### config.mk
export PLATFORM = sky130hd
export DESIGN_NAME = onehot_pulse_decoder
export DESIGN_NICKNAME = d
export VERILOG_FILES = /design/src/rtl/onehot_pulse_decoder_pkg.sv /design/src/rtl/onehot_pulse_decoder_pulse_timer.sv /design/src/rtl/onehot_pulse_decoder.sv
export SDC_FILE = /design/constraint.sdc
export NUM_CORES = 1
export LEC_CHECK = 0
export ABC_CLOCK_PERIOD_IN_PS = 1760
export CORE_MARGIN = 3
export CORE_UTILIZATION = 25
export DETAILED_ROUTE_END_ITERATION = 7
export GPL_ROUTABILITY_DRIVEN = 0
export SLEW_MARGIN = 20
export SYNTH_ARGS = -nofsm -noshare
export SYNTH_HDL_FRONTEND = slang
export SYNTH_HIERARCHICAL = 1
export SYNTH_SLANG_ARGS = --single-unit
### constraint.sdc
create_clock -name clk -period 1.76 [get_ports clk]
set_input_delay 0.176 -clock clk [delete_from_list [all_inputs] [get_ports clk]]
set_output_delay 0.176 -clock clk [all_outputs]
set_load 0.03 [all_outputs]
### src/rtl/onehot_pulse_decoder_pkg.sv
// onehot_dec_pkg: state encodings, default timing constants and counter width helper for onehot_pulse_decoder
package onehot_dec_pkg;
  typedef enum logic [1:0] {IDLE = 2'd0, DRIVE = 2'd1, GAP = 2'd2} state_e;
  localparam int DEF_PULSE_LEN = 4;
  localparam int DEF_GAP_LEN = 1;
  function automatic int cnt_w(input int p, input int g);
    return $clog2((p > g ? p : g) + 1);
  endfunction
endpackage

### src/rtl/onehot_pulse_decoder_pulse_timer.sv
// pulse_timer: loadable down-counter that stops at zero and flags it
module pulse_timer
  import onehot_dec_pkg::*;
#(
  parameter int W = cnt_w(DEF_PULSE_LEN, DEF_GAP_LEN)
) (
  input  logic         clk,
  input  logic         rst,
  input  logic         load_i,
  input  logic [W-1:0] load_val_i,
  output logic         zero_o
);
  logic [W-1:0] cnt_q, cnt_d;
  assign zero_o = cnt_q == '0;
  assign cnt_d = load_i ? load_val_i : zero_o ? cnt_q : cnt_q - W'(1);
  always_ff @(posedge clk or posedge rst)
    if (rst) cnt_q <= '0;
    else cnt_q <= cnt_d;
endmodule

### src/rtl/onehot_pulse_decoder.sv
// onehot_pulse_decoder: valid/ready code in, timed registered one-hot pulse out (ONEHOT_DEC_QUEUE_EN adds a one-entry pending slot)
module onehot_pulse_decoder
  import onehot_dec_pkg::*;
#(
  parameter int SEL_W = 2,
  parameter int PULSE_LEN = DEF_PULSE_LEN,
  parameter int GAP_LEN = DEF_GAP_LEN
) (
  input  logic                  clk,
  input  logic                  rst,
  input  logic                  in_valid,
  input  logic [SEL_W-1:0]      in_code,
  output logic                  in_ready,
  output logic [2**SEL_W-1:0]   y,
  output logic                  y_valid,
  output logic                  busy,
  output logic                  done
);
  localparam int N_OUT = 2**SEL_W;
  localparam int W = cnt_w(PULSE_LEN, GAP_LEN);
  localparam logic [W-1:0] P_LD = W'(PULSE_LEN - 1);
  localparam logic [W-1:0] G_LD = W'(GAP_LEN > 0 ? GAP_LEN - 1 : 0);
  localparam bit HAS_GAP = GAP_LEN > 0;
  state_e state_q, state_d;
  logic [SEL_W-1:0] code_q, code_d, pend_code;
  logic [N_OUT-1:0] y_q, y_d;
  logic done_q, done_d, ld, zero, accept, fin, pend_full;
  logic [W-1:0] ld_val;
  pulse_timer #(.W(W)) u_timer (
    .clk        (clk),
    .rst        (rst),
    .load_i     (ld),
    .load_val_i (ld_val),
    .zero_o     (zero)
  );
  assign accept = in_valid && in_ready;
  assign fin = state_q == IDLE || (zero && (state_q == GAP || (state_q == DRIVE && !HAS_GAP)));
`ifdef ONEHOT_DEC_QUEUE_EN
  logic pend_full_q, pend_full_d;
  logic [SEL_W-1:0] pend_code_q, pend_code_d;
  assign pend_full_d = fin ? pend_full_q && accept : pend_full_q || accept;
  assign pend_code_d = accept ? in_code : pend_code_q;
  always_ff @(posedge clk or posedge rst)
    if (rst) begin
      pend_full_q <= 1'b0;
      pend_code_q <= '0;
    end else begin
      pend_full_q <= pend_full_d;
      pend_code_q <= pend_code_d;
    end
  assign pend_full = pend_full_q;
  assign pend_code = pend_code_q;
  assign in_ready = !rst && !pend_full_q;
`else
  assign pend_full = 1'b0;
  assign pend_code = '0;
  assign in_ready = !rst && state_q == IDLE;
`endif
  always_comb begin
    state_d = state_q;
    code_d = code_q;
    ld = 1'b0;
    ld_val = P_LD;
    done_d = state_q == DRIVE && zero;
    if (state_q == DRIVE && zero && HAS_GAP) begin
      state_d = GAP;
      ld = 1'b1;
      ld_val = G_LD;
    end else if (fin) begin
      state_d = pend_full || accept ? DRIVE : IDLE;
      code_d = pend_full ? pend_code : accept ? in_code : code_q;
      ld = pend_full || accept;
    end
    y_d = state_d == DRIVE ? N_OUT'(1) << code_d : '0;
  end
  always_ff @(posedge clk or posedge rst)
    if (rst) begin
      state_q <= IDLE;
      code_q <= '0;
      y_q <= '0;
      done_q <= 1'b0;
    end else begin
      state_q <= state_d;
      code_q <= code_d;
      y_q <= y_d;
      done_q <= done_d;
    end
  assign y = y_q;
  assign y_valid = |y_q;
  assign done = done_q;
  assign busy = state_q != IDLE || pend_full;
endmodule

# [Yosys cells after proc, flatten, opt, wreduce, memory -nomap -nowiden]
# Cells that the tools add are included.
[classes] n_addsub=1 multipliers=0 div=0 magnitude_cmp=0 eq_ne=4 n_shift=1 n_mux=12 bitwise=0 n_reduce_logical=10
[ops] op="$mux W2" n=6
[ops] op="$mux W3" n=2
[ops] op="$eq A2 B1 Y1 const B" n=2
[ops] op="$logic_and A1 B1 Y1" n=4
[ops] op="$mux W4" n=1
[ops] op="$reduce_or A4 Y1" n=1
[ops] op="$shl A1 B2 Y4 const A" n=1
[ops] op="$logic_not A3 Y1" n=1
[ops] op="$mux W1" n=3
[ops] op="$sub A3 B1 Y3 const B" n=1
[ops] op="$eq A2 B2 Y1 const B" n=1
[ops] op="$logic_not A2 Y1" n=1
[ops] op="$ne A2 B1 Y1 const B" n=1
[ops] op="$reduce_bool A2 Y1" n=1
[ops] op="$logic_not A1 Y1" n=1
[ops] op="$logic_or A1 B1 Y1" n=1
[totals] register_bits=12 latch_bits=0 ramBits=0 romBits=0 in_bits=5 memories=0

# [Depth between registers and ports, before layout]
# Gate-level depths: netlist (run 1).
[logic_depth] depth_word=8 ltp_mapped=8 ltp_nobuf=8

# [Cells and area by module]
# The synthesis (run 1) kept the hierarchy.
[by_module_without_submodules] module="onehot_pulse_decoder" n_inst=1 cells_each=44 area_per_inst_um2=427.9 seq_area_each_um2=225.2
[by_module_without_submodules] module="pulse_timer" n_inst=1 cells_each=22 area_per_inst_um2=205.2 seq_area_each_um2=75.1

# [Worst setup path after synthesis (run 1)]
# OpenSTA, ideal clock, no wires.
[synth_path] kind="register to register" start="register state_q[0]" end="register u_timer.cnt_q[0]" setup_time_ns=0.104 t_arrival_ns=1.507 required_time_ns=1.656 path_slack_ns=0.149 path_stages_with_launch=6 path_buffers=1 synth_period_minus_slack_ns=1.611 path_cell_list="dfrtp_1 or4b_1 clkbuf_2 nand2_1 nor2b_1 a221oi_1"
[synth_via] elab_chain_len=6 elab_cells_between_ends=13 classes_between="3 x eq/ne; 4 x mux; 6 x reduce/logical"
[synth_rtl] item="start: declaration" line_no="onehot_pulse_decoder.sv:24" rtl="state_e state_q, state_d;"
[synth_rtl] item="start signal: assignment" line_no="onehot_pulse_decoder.sv:83" rtl="state_q <= state_d;"
[synth_rtl] item="$eq A2 B2 Y1 / $logic_not A2 Y1 (equally long branches)" line_no="onehot_pulse_decoder.sv:37, onehot_pulse_decoder.sv:57"
[synth_rtl] item="$logic_and A1 B1 Y1, on equally long branches" line_no="onehot_pulse_decoder.sv:37, onehot_pulse_decoder.sv:57"
[synth_rtl] item="$logic_or A1 B1 Y1 / $logic_and A1 B1 Y1 (equally long branches)" line_no="onehot_pulse_decoder.sv:37, onehot_pulse_decoder.sv:36"
[synth_rtl] item="$mux W1" line_no="onehot_pulse_decoder.sv:69" rtl="end else if (fin) begin"
[synth_rtl] item="$mux W1 *" line_no="onehot_pulse_decoder.sv:65" rtl="if (state_q == DRIVE && zero && HAS_GAP) begin"
[synth_rtl] item="named net ld" line_no="onehot_pulse_decoder.sv:27" rtl="logic done_q, done_d, ld, zero, accept, fin, pend_full;"
[synth_rtl] item="$ne A2 B1 Y1 (no line) / $mux W3 (equally long branches)"
[synth_rtl] item="end signal: assignment" line_no="onehot_pulse_decoder_pulse_timer.sv:18" rtl="else cnt_q <= cnt_d;"
[synth_rtl] item="end: declaration" line_no="onehot_pulse_decoder_pulse_timer.sv:13" rtl="logic [W-1:0] cnt_q, cnt_d;"
# The timed path passes the listed nets; every way through them passes the cells marked *.
# A chain may end at the register's enable or synchronous reset.

# [Worst setup path in the final report (run 1)]
[layout_path] start="register y_q[1], in the netlist y[1]" end="output port y_valid"
[layout_via] elab_chain_len=1
[layout_rtl] item="start: declaration" line_no="onehot_pulse_decoder.sv:26" rtl="logic [N_OUT-1:0] y_q, y_d;"
[layout_rtl] item="start signal: assignment" line_no="onehot_pulse_decoder.sv:85" rtl="y_q <= y_d;"
[layout_rtl] item="$reduce_or A4 Y1" line_no="onehot_pulse_decoder.sv:89" rtl="assign y_valid = |y_q;"
[layout_rtl] item="end: declaration" line_no="onehot_pulse_decoder.sv:15" rtl="output logic y_valid,"
# Every way passes these cells.

==> impl_metrics.env, run 1 <==
export IMPL_synth_area_um2=633
export IMPL_vias=554
export IMPL_ant_nets=0
export IMPL_htreeDepth=1
export IMPL_crit_path_start_kind="flop"
export IMPL_finalCritPeriodShare_pct=95.9
export IMPL_yosys_area_share_simple_pct=32.0
export IMPL_reg2reg_setup_slack_ns=0.17
export IMPL_hold_viol_final=0
export IMPL_ys_warn_count=6
export IMPL_use_met3_pct=2.07
export IMPL_finalWirelength_mm=1.35
export IMPL_critPathLaunch="y[1]"
export IMPL_grt_max_degree=10
export IMPL_cp_max_fo=2
export IMPL_cts_inserted_buffers=3
export IMPL_worst_hold_path_type="in2async"
export IMPL_critical_path_required_ns=1.58
export IMPL_finalSetupViolCount=0
export IMPL_die_h_um=56.3
export IMPL_antenna_found_initial=0
export IMPL_synth_edf_count=0
export IMPL_synth_top_area_share_pct=47.4
export IMPL_synth_async_reset_ratio_pct=100
export IMPL_worstSetupEndpointType="output pin"
export IMPL_port_buffers=12
export IMPL_busiest_layer="met2"
export IMPL_n_antenna_cell=0
export IMPL_worst_path_buf_inv=1
export IMPL_synth_ff_type="dfrtp_1"
export IMPL_grt_pass1_wl_mm=2.21
export IMPL_place_inst=111
export IMPL_synth_area_top_cells="dfrtp_1 (47%), nand3b_1 (5.9%), inv_1 (4.2%)"
export IMPL_cp_num_cells=2
export IMPL_die_area_mm2=0.00317
export IMPL_drv_cap=0
export IMPL_arrival_ns=1.51
export IMPL_synth_most_common_cell="dfrtp_1"
export IMPL_r2r_cells=4
export IMPL_endpoint="y_valid"
export IMPL_dp_hpwl_um=997
export IMPL_synth_xor_area_share_pct=0
export IMPL_fin_cells=116
export IMPL_peakVddDrop_uv=713
export IMPL_path_cells="or4_1 > dlygate4sd2_1"
export IMPL_final_layout_size_suffix_gt1_share_pct=20.5
export IMPL_synth_seq_area_share_pct=47.4
export IMPL_clock_latency_ns=0.28
export IMPL_rr_endpoint="u_timer/cnt_q[0]"
export IMPL_initial_utilization_pct=27.6
export IMPL_syn_nets=73
export IMPL_hold_buffers=0
export IMPL_ys_ff_latch=12
export IMPL_worst_setup_path_type="reg2out"
export IMPL_fin_crit_ns=1.69
export IMPL_dieWidth_um=56.3
export IMPL_cts_sinks=12
export IMPL_leakagePower_nw=0.415
export IMPL_r2r_start="state_q[0]"
export IMPL_gr_total_overflow=0
export IMPL_synth_compound_area_share_pct=8.70
export IMPL_syn_avg_cell_area_um2=9.59
export IMPL_yosys_area_share_adder_pct=3.95
export IMPL_cts_root_buf="clkbuf_4"
export IMPL_fin_nets=96
export IMPL_firstDrtPassIters=4
export IMPL_routedWlPerCell_um=11.6
export IMPL_use_met2_pct=14.2
export IMPL_grt_pass1_vias=521
export IMPL_hold_worst_slack_ns=0.225
export IMPL_use_met1_pct=11.0
export IMPL_clock_path_buffers=2
export IMPL_muxShareOfSynthArea_pct=1.78
export IMPL_area_growth_pct=39.5
export IMPL_drt_initial_drc_count=8
export IMPL_timing_final_max_slew_violations=0
export IMPL_grt_total_usage_pct=8.92
export IMPL_netlist_instances=66
export IMPL_cts_tree="yes"
export IMPL_cp_slowest_cell="or4_1"
export IMPL_status="finished, final reports clean"
export IMPL_fp_row_count=17
export IMPL_synth_cell_types=27
export IMPL_synth_top_family_by_area="simple AND/OR/NAND/NOR gates"
export IMPL_vias_per_cell=4.78
export IMPL_max_freq_ghz=0.593
export IMPL_core_area_mm2=0.00230
export IMPL_synthTopCellsByCount="dfrtp_1 (12), inv_1 (7), nand2_1 (7), nand3b_1 (5), nor2b_1 (4)"
export IMPL_utilization_pct=38.5
export IMPL_synth_largest_area_cell="dfrtp_1"
export IMPL_ios=13
export IMPL_grt_setup_unrepaired="false"
export IMPL_slowest_delay_ns=0.50
export IMPL_clk_pin_slew_ns=0.08
export IMPL_path_delay_family="simple AND/OR/NAND/NOR gates"
export IMPL_fin_skew_ns=0.00817
export IMPL_cellPowerDensity_mw_per_mm2=1650
export IMPL_drc=0
## registers in the layout (all words and copies together) (netlist names)
name / flops
code_q: 2
done: 1
state_q: 2
u_timer/cnt_q: 3
y: 4
## area by class of cell
cell class	instances	area, um^2
clock buffers	4	36.3
flip-flops and latches	12	300
repair buffers	19	169
fillers	249	1410
multi-input cells	45	313
inverters	8	30.0
well taps	28	35.0
## cells in the final DEF, fill, tap and decap left out
master,count
ha_1,2
a31oi_1,1
nand2_2,1
nor4b_1,1
conb_1,1
or2_2,1
nand3_1,2
nand2b_1,1
or3b_1,1
dfrtp_1,12
or4b_1,1
inv_2,1
or4_1,1
a311oi_1,1
a221oi_1,1
nor2b_1,4
nor4b_2,2
inv_1,7
buf_4,7
nand2_1,6
o21bai_1,1
clkbuf_4,3
or3_1,2
a21oi_1,3
nor3b_1,1
a21oi_2,1
clkbuf_8,1
clkdlybuf4s50_1,9
mux2_2,1
nand3b_1,5
nor2_1,3
dlygate4sd2_1,3
or2b_1,1
## power breakdown
part	switching [mW]	leakage (nW)	internal, mW
Sequential	0.0918	0.151	0.391
Clock	0.0990	0.0210	0.126
Combinational	0.400	0.243	0.350
## worst min-delay path by stage
stage                    from                to  slack, ns  cells past startpoint
floorplan                 rst  u_timer/cnt_q[0]      -0.07                      1
global placement    code_q[0]         code_q[0]       0.52                      2
detailed placement  code_q[1]         code_q[1]       0.53                      2
CTS                       rst  u_timer/cnt_q[2]       0.22                      3
global route              rst  u_timer/cnt_q[2]       0.26                      3
finish                    rst  u_timer/cnt_q[2]       0.23                      3
## layer usage
| layer | vias up | wire length [um] | share of wire (%) |
|---|---|---|---|
| li1 | 269 | - | - |
| met1 | 266 | 594 | 44 |
| met2 | 17 | 667 | 49 |
| met3 | 2 | 69 | 5.1 |
| met4 | 0 | 17 | 1.3 |
| met5 | - | 0 | 0 |
## what timing repair did
item	CTS	global route
buffers inserted	0	1
gates resized for setup	3	3
setup endpoints to repair	3	2
## metrics by stage
stage	power (mW)	setup slack (ns)	setup TNS (ns)	instance area, um^2
floorplan	0.954	0.149	0	633
global placement	1.23	0.0169	0	828
detailed placement	1.23	-0.0439	-0.0791	828
CTS	1.44	0.0603	0	861
global route	1.56	0.00935	0	883
finish	1.46	0.0728	0	883
## kinds of logic after synthesis
kind of cell	count (synthesis)
buffers and inverters	9
adders and majority gates	2
and+or+nand+nor	33
AOI/OAI and AO/OA	8
other	1
DFF	12
muxes	1
## worst register-to-register path, cell delays in order, from the launching register on
cell	delay, ns
dfrtp_1	0.42
or4b_1	0.59
nand2_2	0.17
nor2b_1	0.07
a221oi_1	0.25
(Power assumes the default switching activity.)
==> inputs of run 2 (changes only) <==
Settings changed: CAP_MARGIN set to 20.
==> results of run 2 <==
Final layout, timing and power as in run 1 (identical DEF).
==> inputs of run 3 (changes only) <==
Settings changed: ABC_CLOCK_PERIOD_IN_PS 1760 to 1600.
Clock period 1.76 ns to 1.6 ns, I/O delays scaled along.
==> run 3 against run 2 <==
Critical path depth grew 1. Clock power rose by 3%. Largest cell class unchanged. Wire length grew 3.3%. Critical endpoint is now y[0]. Critical path type is now reg2reg. Highest routed layer is now met3. Cell count is 6.0% higher. Largest power group unchanged. Global-route usage barely moved. Count of clock-buffer cells in the layout did not move. First-iteration DRC count is 75% lower. Hold slack gained 0.010 ns.
==> impl_metrics.env, run 3 (synthesis gave the netlist of run 1 again) <==
export IMPL_initial_utilization_pct=27.6
export IMPL_cellPowerDensity_mw_per_mm2=1830
export IMPL_area_growth_pct=56.7
export IMPL_grt_total_usage_pct=8.93
export IMPL_layout_commonest_cell="buf_4"
export IMPL_arrival_ns=1.74
export IMPL_reg2reg_setup_slack_ns=0.06
export IMPL_timing_final_max_slew_violations=0
export IMPL_ant_nets=0
export IMPL_finalWirelength_mm=1.39
export IMPL_peakVddDrop_uv=923
export IMPL_cts_tree="yes"
export IMPL_place_ws_ns=-0.117
export IMPL_r2r_cells=3
export IMPL_n_fill_cell=224
export IMPL_grt_pass1_wl_mm=2.21
export IMPL_status="finished, final reports clean"
export IMPL_htreeDepth=1
export IMPL_core_area_mm2=0.00230
export IMPL_path_cells="or4b_4 > or3_1 > a21oi_2"
export IMPL_cp_slowest_cell="or4b_4"
export IMPL_cts_sinks=12
export IMPL_tns_ns=0
export IMPL_max_freq_ghz=0.649
export IMPL_multi_input_area_um2=374
export IMPL_cp_num_cells=3
export IMPL_fin_area_um2=992
export IMPL_grt_max_degree=10
export IMPL_hold_viol_final=0
export IMPL_drt_initial_drc_count=2
export IMPL_worst_path_buf_inv=0
export IMPL_fin_nets=103
export IMPL_busiest_layer="met2"
export IMPL_finalSetupViolCount=0
export IMPL_vias=567
export IMPL_worst_hold_path_type="in2async"
export IMPL_ios=13
export IMPL_cts_inserted_buffers=3
export IMPL_seqCellArea_um2=300
export IMPL_die_h_um=56.3
export IMPL_fp_row_count=17
export IMPL_worstSetupEndpointType="flop"
export IMPL_antenna_found_initial=0
export IMPL_clk_pin_slew_ns=0.07
export IMPL_clock_path_buffers=2
export IMPL_dp_hpwl_mm=1.01
export IMPL_hold_buffers=0
export IMPL_leakagePower_nw=0.458
export IMPL_path_delay_family="simple AND/OR/NAND/NOR gates"
export IMPL_totalPowerFinal_mw=1.82
export IMPL_fin_crit_ns=1.54
export IMPL_slowest_delay_ns=0.60
export IMPL_largest_reg_flops=4
export IMPL_worst_setup_path_type="reg2reg"
export IMPL_final_cell_mix="buf_4 (15), dfrtp_1 (12), clkdlybuf4s50_1 (9), nand2_1 (6)"
export IMPL_placed_area_um2=851
export IMPL_fin_skew_ns=0.00587
export IMPL_port_buffers=12
export IMPL_grt_pass1_vias=525
export IMPL_clock_latency_ns=0.27
export IMPL_cp_max_fo=4
export IMPL_use_met3_pct=4.14
export IMPL_use_met1_pct=10.0
export IMPL_drc=0
export IMPL_drv_cap=0
export IMPL_finalCritPeriodShare_pct=96.3
export IMPL_fin_ws_ns=0.0587
export IMPL_place_inst=114
export IMPL_fin_cells=123
export IMPL_crit_path_start_kind="flop"
export IMPL_final_layout_size_suffix_gt1_share_pct=34.7
export IMPL_dieWidth_um=56.3
export IMPL_n_antenna_cell=0
export IMPL_routedWlPerCell_um=11.3
export IMPL_cts_root_buf="clkbuf_4"
export IMPL_firstDrtPassIters=3
export IMPL_gr_total_overflow=0
export IMPL_use_met2_pct=15.9
export IMPL_die_area_mm2=0.00317
export IMPL_critical_path_required_ns=1.79
export IMPL_vias_per_cell=4.61
## run 3: per-layer routing
layer / share of wire (%) / vias to the layer above
met3: 4.6 / 0
met1: 39 / 273
met2: 56 / 9
met5: 0 / -
met4: 0 / 0
li1: - / 285
## run 3: worst register-to-register path, stage by stage, from the launching register on
cell and delay [ns]:
dfrtp_1 0.42, or4b_4 0.60, or3_1 0.34, a21oi_2 0.12
## run 3: path summary, 6_finish.rpt
kind / endpoint / start
hold reg to reg: code_q[1] / code_q[1]
hold / removal: u_timer/cnt_q[2] / rst
setup reg to reg: y[0] / state_q[0]
max in group asynchronous: y[1] / rst
setup / recovery: y[0] / state_q[0]
min in group clk: code_q[0] / in_code[0]
## run 3: per-stage QoR
stage / hold WS [ns] / util [%]
global placement: 0.513 / 37.0
detailed placement: 0.508 / 37.0
finish: 0.236 / 43.2
floorplan: -0.0864 / -
global route: 0.258 / 43.2
CTS: 0.229 / 38.8
## run 3: area by class of cell
| class | instances | share of cell area (%) |
|---|---|---|
| multi-input cells | 45 | 37.7 |
| flip-flops and latches | 12 | 30.3 |
| repair buffers | 26 | 21.8 |
| clock buffers | 4 | 3.66 |
| well taps | 28 | 3.53 |
| inverters | 8 | 3.03 |
## run 3: repair_timing
item / 4_1_cts / 5_1_grt
pin swaps: 1 / 3
resized for setup: 5 / 14
buffers inserted: 0 / 5
setup endpoints to repair: 3 / 7
## run 3: power breakdown
part,internal [mW],total [mW],switching [mW]
logic,0.530,1.04,0.513
registers,0.430,0.546,0.116
clock network,0.138,0.231,0.0925
total,1.10,1.82,0.722
